### src/rtl/pipo_load_arbiter_pkg.sv
// Shared definitions for the round-robin PIPO load arbiter: state encoding,
// width helper and default parameter values.
package pipo_load_arbiter_pkg;

  typedef enum logic {
    ST_IDLE = 1'b0,
    ST_HOLD = 1'b1
  } state_e;

  localparam int WIDTH_DEF       = 4;
  localparam int NUM_REQ_DEF     = 4;
  localparam int HOLD_CYCLES_DEF = 3;

  // Bits needed to index n values; never narrower than one bit.
  function automatic int clog2(input int n);
    int r;
    r = 0;
    for (int i = 0; i < 31; i++) begin
      if ((1 << i) < n) r = i + 1;
    end
    return (r < 1) ? 1 : r;
  endfunction

endpackage

### src/rtl/pipo_load_arbiter_rr_pick.sv
// Rotate-priority encoder: first set request at or after ptr, wrapping
// modulo NUM_REQ.
module pipo_load_arbiter_rr_pick
  import pipo_load_arbiter_pkg::*;
#(
  parameter  int NUM_REQ = NUM_REQ_DEF,
  localparam int PW      = clog2(NUM_REQ)
) (
  input  logic [NUM_REQ-1:0] req,
  input  logic [PW-1:0]      ptr,
  output logic               any,
  output logic [PW-1:0]      winner
);

  logic [PW-1:0] idx;

  // Scan from the farthest candidate back to ptr so the nearest one wins.
  always_comb begin
    any    = 1'b0;
    winner = '0;
    idx    = '0;
    for (int k = NUM_REQ - 1; k >= 0; k--) begin
      idx = PW'((int'(ptr) + k) % NUM_REQ);
      if (req[idx]) begin
        any    = 1'b1;
        winner = idx;
      end
    end
  end

endmodule

### src/rtl/pipo_load_arbiter.sv
// Shared WIDTH-bit holding register loaded by round-robin grant, then held
// for HOLD_CYCLES cycles before the next arbitration.
module pipo_load_arbiter
  import pipo_load_arbiter_pkg::*;
#(
  parameter  int WIDTH       = WIDTH_DEF,
  parameter  int NUM_REQ     = NUM_REQ_DEF,
  parameter  int HOLD_CYCLES = HOLD_CYCLES_DEF,
  localparam int PW          = clog2(NUM_REQ)
) (
  input  logic                       clk,
  input  logic                       rst,
  input  logic                       clr,
  input  logic [NUM_REQ-1:0]         req,
  input  logic [NUM_REQ*WIDTH-1:0]   din,
  output logic [NUM_REQ-1:0]         ack,
  output logic [WIDTH-1:0]           q,
  output logic                       q_valid,
  output logic [PW-1:0]              owner,
  output logic                       busy
);

  localparam int CW = clog2(HOLD_CYCLES + 1);

  state_e               state_q, state_d;
  logic [PW-1:0]        ptr_q, ptr_d;
  logic [PW-1:0]        owner_q, owner_d;
  logic [CW-1:0]        cnt_q, cnt_d;
  logic [WIDTH-1:0]     q_q, q_d;
  logic                 q_valid_q, q_valid_d;
  logic [NUM_REQ-1:0]   ack_q, ack_d;
  logic                 any;
  logic [PW-1:0]        win;
  logic [WIDTH-1:0]     din_arr [NUM_REQ];

  for (genvar i = 0; i < NUM_REQ; i++) begin : g_unpack
    assign din_arr[i] = din[i*WIDTH +: WIDTH];
  end

  pipo_load_arbiter_rr_pick #(.NUM_REQ(NUM_REQ)) u_rr_pick (
    .req    (req),
    .ptr    (ptr_q),
    .any    (any),
    .winner (win)
  );

  // clr dominates everything but rst; req is only looked at in IDLE.
  always_comb begin
    state_d   = state_q;
    ptr_d     = ptr_q;
    owner_d   = owner_q;
    cnt_d     = cnt_q;
    q_d       = q_q;
    q_valid_d = q_valid_q;
    ack_d     = '0;
    if (clr) begin
      state_d   = ST_IDLE;
      cnt_d     = '0;
      q_d       = '0;
      q_valid_d = 1'b0;
    end else begin
      unique case (state_q)
        ST_IDLE: begin
          if (any) begin
            q_d        = din_arr[win];
            owner_d    = win;
            q_valid_d  = 1'b1;
            ack_d[win] = 1'b1;
            ptr_d      = (int'(win) == NUM_REQ - 1) ? '0 : PW'(int'(win) + 1);
            cnt_d      = CW'(HOLD_CYCLES - 1);
            state_d    = ST_HOLD;
          end
        end
        ST_HOLD: begin
          if (cnt_q == '0) state_d = ST_IDLE;
          else             cnt_d   = cnt_q - CW'(1);
        end
        default: state_d = ST_IDLE;
      endcase
    end
  end

  always_ff @(posedge clk) begin
    if (rst) begin
      state_q   <= ST_IDLE;
      ptr_q     <= '0;
      owner_q   <= '0;
      cnt_q     <= '0;
      q_q       <= '0;
      q_valid_q <= 1'b0;
      ack_q     <= '0;
    end else begin
      state_q   <= state_d;
      ptr_q     <= ptr_d;
      owner_q   <= owner_d;
      cnt_q     <= cnt_d;
      q_q       <= q_d;
      q_valid_q <= q_valid_d;
      ack_q     <= ack_d;
    end
  end

  assign ack     = ack_q;
  assign q       = q_q;
  assign q_valid = q_valid_q;
  assign owner   = owner_q;
  assign busy    = (state_q == ST_HOLD);

endmodule

### config.mk
export PLATFORM = sky130hd
export DESIGN_NAME = pipo_load_arbiter
export DESIGN_NICKNAME = d
export VERILOG_FILES = /design/src/rtl/pipo_load_arbiter_pkg.sv /design/src/rtl/pipo_load_arbiter_rr_pick.sv /design/src/rtl/pipo_load_arbiter.sv
export SDC_FILE = /design/constraint.sdc
export NUM_CORES = 1
export LEC_CHECK = 0
export CORE_MARGIN = 3
export CORE_UTILIZATION = 30
export DETAILED_ROUTE_END_ITERATION = 7
export PLACE_DENSITY_LB_ADDON = 0.3
export SLEW_MARGIN = 20
export SYNTH_ARGS = -nofsm -noshare
export SYNTH_HDL_FRONTEND = slang
export SYNTH_SLANG_ARGS = --single-unit
### constraint.sdc
create_clock -name clk -period 1.85 [get_ports clk]
set_input_delay 0.185 -clock clk [delete_from_list [all_inputs] [get_ports clk]]
set_output_delay 0.185 -clock clk [all_outputs]
set_load 0.005 [all_outputs]
; ---- Yosys cells after proc, flatten, opt, wreduce, memory -nomap -nowiden
; Cells that the tools add are included.
; Widths: inputs -> output; s select.
[word_totals]
reg_bits = 16
inputBits = 23
output_inout_bits = 12
word_cells = 61
[op_classes]
n_addsub = 5
n_lt_le_gt_ge = 7
n_eq_ne = 3
muxes = 28
bitwise_logic = 4
n_reduce_logical = 7
[ops]
columns = op, count
row1 = $lt 2x3->1 const B, 5
row2 = $mux 2, 7
row3 = $mux 1, 11
row4 = $bmux 1 s2, 4
row5 = $bmux 4 s2, 1
row6 = $mux 4, 2
row7 = $add 2x1->2 const B, 2
row8 = $add 2x2->2 const B, 2
row9 = $ne 2x2->1 const B, 2
row10 = $pmux 2 s2, 1
row11 = $reduce_and 2->1, 2
row12 = $reduce_or 4->1, 1
row13 = $ge 3x3->1 const B, 1
row14 = $not 1->1, 3
row15 = $not 2->3, 1
row16 = $reduce_and 3->1, 1
row17 = $demux 1 s2, 1
row18 = $eq 2x1->1 const B, 1
row19 = $ge 2x1->1 const B, 1
row20 = $logic_not 2->1, 1
row21 = $pmux 1 s2, 1
row22 = $reduce_or 2->1, 1
row23 = $sub 2x1->2 const B, 1
row24 = $logic_and 1x1->1, 1

; ---- Logic depth before layout (Yosys ltp)
[depth]
ltp_word = 11
depth_mapped = 7
depth_no_buf = 6

; ---- Hierarchy
; Synthesis repeated with hierarchy kept, for this count alone.
[unflattened]
hier_cells = 89
hier_area_um2 = 814.5
[by_module_without_submodules]
columns = mod, instances, cells_per_inst, area_each_um2, seq_area_each_um2
row1 = pipo_load_arbiter, 1, 76, 737.0, 320.3
row2 = pipo_load_arbiter_rr_pick, 1, 13, 77.6, 0.0

; ---- Worst setup path after synthesis
; OpenSTA, ideal clock, no wires.
[synth_path]
kind = register -> register
startpoint = reg ptr_q[1]
endpoint = reg ptr_q[1]
setup_time_ns = 0.086
t_arrival_ns = 1.411
required_ns = 1.764
setup_slack_ns = 0.353
path_stages_with_launch = 8
n_path_buf = 1
period_less_slack_ns = 1.497
path_cell_list = dfxtp_1 -> a21o_1 -> a21oi_1 -> o22a_2 -> buf_6 -> inv_1 -> ha_1 -> a211oi_1
[synth_via]
elab_chain_len = 9
word_cells_on_any_way = 23
cone_classes = add/sub: 4 / eq/ne: 1 / mux: 17 / reduce/logical: 1
[synth_rtl]
columns = element, line_no
row1 = start: declaration, pipo_load_arbiter.sv:26  ; logic [PW-1:0] ptr_q, ptr_d;
row2 = start signal: assignment, pipo_load_arbiter.sv:94  ; ptr_q <= ptr_d;
row3 = $add 2x2->2, pipo_load_arbiter_rr_pick.sv:23  ; idx = PW'((int'(ptr) + k) % NUM_REQ);
row4 = $bmux 1 s2, pipo_load_arbiter_rr_pick.sv:24  ; if (req[idx]) begin
row5 = $mux 1 (implied by the code), pipo_load_arbiter_rr_pick.sv:24
row6 = $mux 2 (4 in a row), pipo_load_arbiter_rr_pick.sv:24
row7 = $add 2x1->2 / $eq 2x1->1 (equally long branches), pipo_load_arbiter.sv:69  ; ptr_d = (int'(win) == NUM_REQ - 1) ? '0 : PW'(int'(win) + 1);
row8 = $mux 2, pipo_load_arbiter.sv:69
; Parallel ways exist; a longest one is shown, timed or not. The select of a mux whose other input is x is not followed.
; A chain may end at the register's enable or synchronous reset.

; ---- Worst setup path in the final report
[layout_path]
startpoint = in req[1]
endpoint = reg ptr_q[1]
[layout_via]
elab_chain_len = 8
word_cells_on_any_way = 20
cone_classes = add/sub: 1 / eq/ne: 1 / mux: 17 / reduce/logical: 1
[layout_rtl]
columns = element, line_no
row1 = start: declaration, pipo_load_arbiter.sv:14  ; input logic [NUM_REQ-1:0] req,
row2 = $bmux 1 s2, pipo_load_arbiter_rr_pick.sv:24
row3 = $mux 1 (implied by the code), pipo_load_arbiter_rr_pick.sv:24
row4 = $mux 2 (3 in a row), pipo_load_arbiter_rr_pick.sv:24
row5 = $mux 2 *, pipo_load_arbiter_rr_pick.sv:24
row6 = net u_rr_pick.winner[0], pipo_load_arbiter_rr_pick.sv:12  ; output logic [PW-1:0] winner
row7 = $add 2x1->2 / $eq 2x1->1 (equally long branches), pipo_load_arbiter.sv:69
row8 = $mux 2 *, pipo_load_arbiter.sv:69
; The timed path passes the listed nets; every way through them passes the cells marked *. The select of a mux whose other input is x is not followed.

==> results.txt <==
Global-route wire length before repair - 3.25 mm
Post-CTS setup buffer count - 0
Hold Buf Count CTS - 0
Post-DRT Antenna Nets - 0
RSZ-0062 raised after global routing - false
Slowest stage cell, crit path - clkdlybuf4s50_1
Largest stage delay, worst path - 0.53 ns
Crit path DAT - 1.76 ns
Synth area leader - dfxtp_1
Core area - 2320 sq um
Synth Flop Type - dfxtp_1
Cells along the critical path - clkdlybuf4s50_1 -> nand2b_1 -> a21oi_1 -> a211o_1 -> inv_2 -> ha_1 -> a211oi_1
1st-pass router iterations - 4
Worst-Margin Slew - 0.349 ns
Syn-to-layout area delta - 55.2%
CP required - 2.06 ns
Critical path type - primary input to flip-flop
CTS root buf - clkbuf_4
Post-synth EDFFs - 0
Fin Setup TNS - 0 ns
Synth top area cells - dfxtp_1, mux2i_1, ha_1, o221ai_1, a21oi_1
Row count - 17
CP endpoint kind - flip-flop
Max VDD drop - 0.352 mV
Synth Cell Area - 773 sq um
Mapped Avg Cell Area - 9.21 sq um
Clock Latency Late Sink - 0.28 ns
Post-DP HPWL - 1.51 mm
Crit path max fanout - 4
Routed len/inst - 12.0 microns
Count of different cell masters after synthesis - 26
CTS buffer count - 3
Yosys top cell area share - 0.414
Vias/cell - 4.82
Relative slew slack - 0.767
H-tree depth - 1
R2R Setup Slk - 0.34 ns
Buffers on Ports - 34
Drt initial violations - 9
Post-synth top cells - dfxtp_1, mux2i_1, nor2_1
Clk_skew - 0.00467 ns
Ys Warns - 0
Mapped Cells - 84
Routed WL - 1.81 mm
Die Footprint - 3220 sq um
Routed via count - 728
Layout Utilization - 0.518
Routability cong. - 0.776
Max Clk Rate - 643 MHz
Leak - 0.486 nW
Fraction of layout cells with a size suffix above 1 - 0.0976
Post-synthesis register bit count - 16
Num Clock Sinks - 16
# DRC - 0
CTS clock-pin slew for the worst setup and hold paths - 0.09 ns
Die span in y - 56.8 microns
Die X - 56.8 microns
Hold path start - q_valid
Most frequent cell after synthesis - dfxtp_1
CTS tree - done
Power Total - 825 uW
Vias in the first global route - 752
Syn Nets - 110
Initial core utilization - 0.334
Hold path depth - 1
Final hold violations - 0
Initial antenna violation count - 0
Hold slack final - 0.472 ns
Slew Viols, Final - 0
CTS resizes - 0
Minimum clock period - 1.56 ns
Fraction of registers with async set/reset - 0
Max Cap Viol - 0
Fin crit share - 0.841
Largest net degree at the start of global routing - 11
Worst r2r src - ptr_q[0]
Worst Hold Class - flip-flop to flip-flop
Status - complete, no violations
Seq/Total Area, Yosys - 0.414
Clk buf depth - 2
Worst R2R Path Depth - 6
Tot GR Track Use - 0.127
Num ports - 35
Cell Pwr Density - 687 nW/um^2
Remaining Overflow, GRT - 0
Final #Nets - 150
Antenna Cells - 0
Worst hold path endpoint - q_valid
Fill cell count - 224
# setup viols final - 0
WP buf/inv - 2
Reg2reg end - ptr_q[1]
Family with the most delay on the worst path - buffers and inverters
Startpoint types - primary input
## cell type report
type	instances	area (sq um)	area share
sequential	16	320	0.267
tap	28	35.0	0.0292
clock buffer	4	36.3	0.0302
inverter	6	22.5	0.0188
multi-input combinational	59	403	0.336
timing repair buffer	38	383	0.319
## where the power goes
group / internal (mW) / switching [mW]
clock: 0.120 / 0.107
sequential: 0.367 / 0.0132
combinational: 0.130 / 0.0873
total: 0.617 / 0.207
## worst max path at each step
| stage | start | cells after the start | slack, ns | to |
|---|---|---|---|---|
| 2_1_floorplan | ptr_q[1] | 7 | 0.35 | ptr_q[1] |
| 3_3_place_gp | req[1] | 7 | 0.07 | ptr_q[1] |
| 3_5_place_dp | req[1] | 7 | 0.002 | ptr_q[1] |
| 4_1_cts | req[1] | 7 | 0.30 | ptr_q[1] |
| 5_1_grt | req[1] | 7 | 0.22 | ptr_q[1] |
| 6_report | req[1] | 7 | 0.29 | ptr_q[1] |
## cells in the final DEF (no fill, tap or decap)
cell type	n
a211o_1	1
a211oi_1	2
a21boi_0	2
a21o_1	2
a21oi_1	6
and2_1	1
and3_1	2
buf_12	1
buf_4	3
clkbuf_4	3
clkbuf_8	1
clkdlybuf4s50_1	34
dfxtp_1	16
ha_1	3
inv_1	5
inv_2	1
mux2i_1	8
nand2_1	2
nand2b_1	3
nand3_1	6
nand3_2	1
nor2_1	8
nor2_2	1
nor2b_1	1
o21a_1	1
o21ai_0	3
o221ai_1	4
o22a_2	1
o22ai_1	1
## through the flow
stage          setup WS [ns]  cells  area (sq um)
2_1_floorplan          0.353     84           773
3_5_place_dp         0.00243    147          1160
4_1_cts                0.297    151          1200
3_3_place_gp          0.0747    147          1160
6_report               0.294    151          1200
5_1_grt                0.216    151          1200
## sequential cells by signal, summed over array words and instances, names as in the netlist
register,count
ptr_q,2
q,4
cnt_q,2
busy,1
owner,2
ack,4
q_valid,1
## worst reg2reg max path, cell delays in order (launching register included)
cell,delay (ns)
dfxtp_1,0.37
nand2b_1,0.13
a21oi_1,0.08
a211o_1,0.32
inv_2,0.11
ha_1,0.24
a211oi_1,0.19
## metal layers
layer,up-vias,part of all wire,track usage
met4,0,0.0099,0.0596
met1,320,0.41,0.139
li1,380,-,-
met5,-,0,0
met3,2,0.099,0.0460
met2,26,0.48,0.218
## cell families (layout without fill, tap and decap cells)
kind of cell,Yosys count,in the layout,synth area share
multiplexers,8,8,0.104
flip-flops,16,16,0.414
buffers and inverters,9,48,0.0647
AO/OA/AOI/OAI,23,23,0.204
adder cells (fa/ha/maj),3,3,0.0485
AND/OR/NAND/NOR,25,25,0.165
Note: power is estimated with default switching activity, not from simulation.
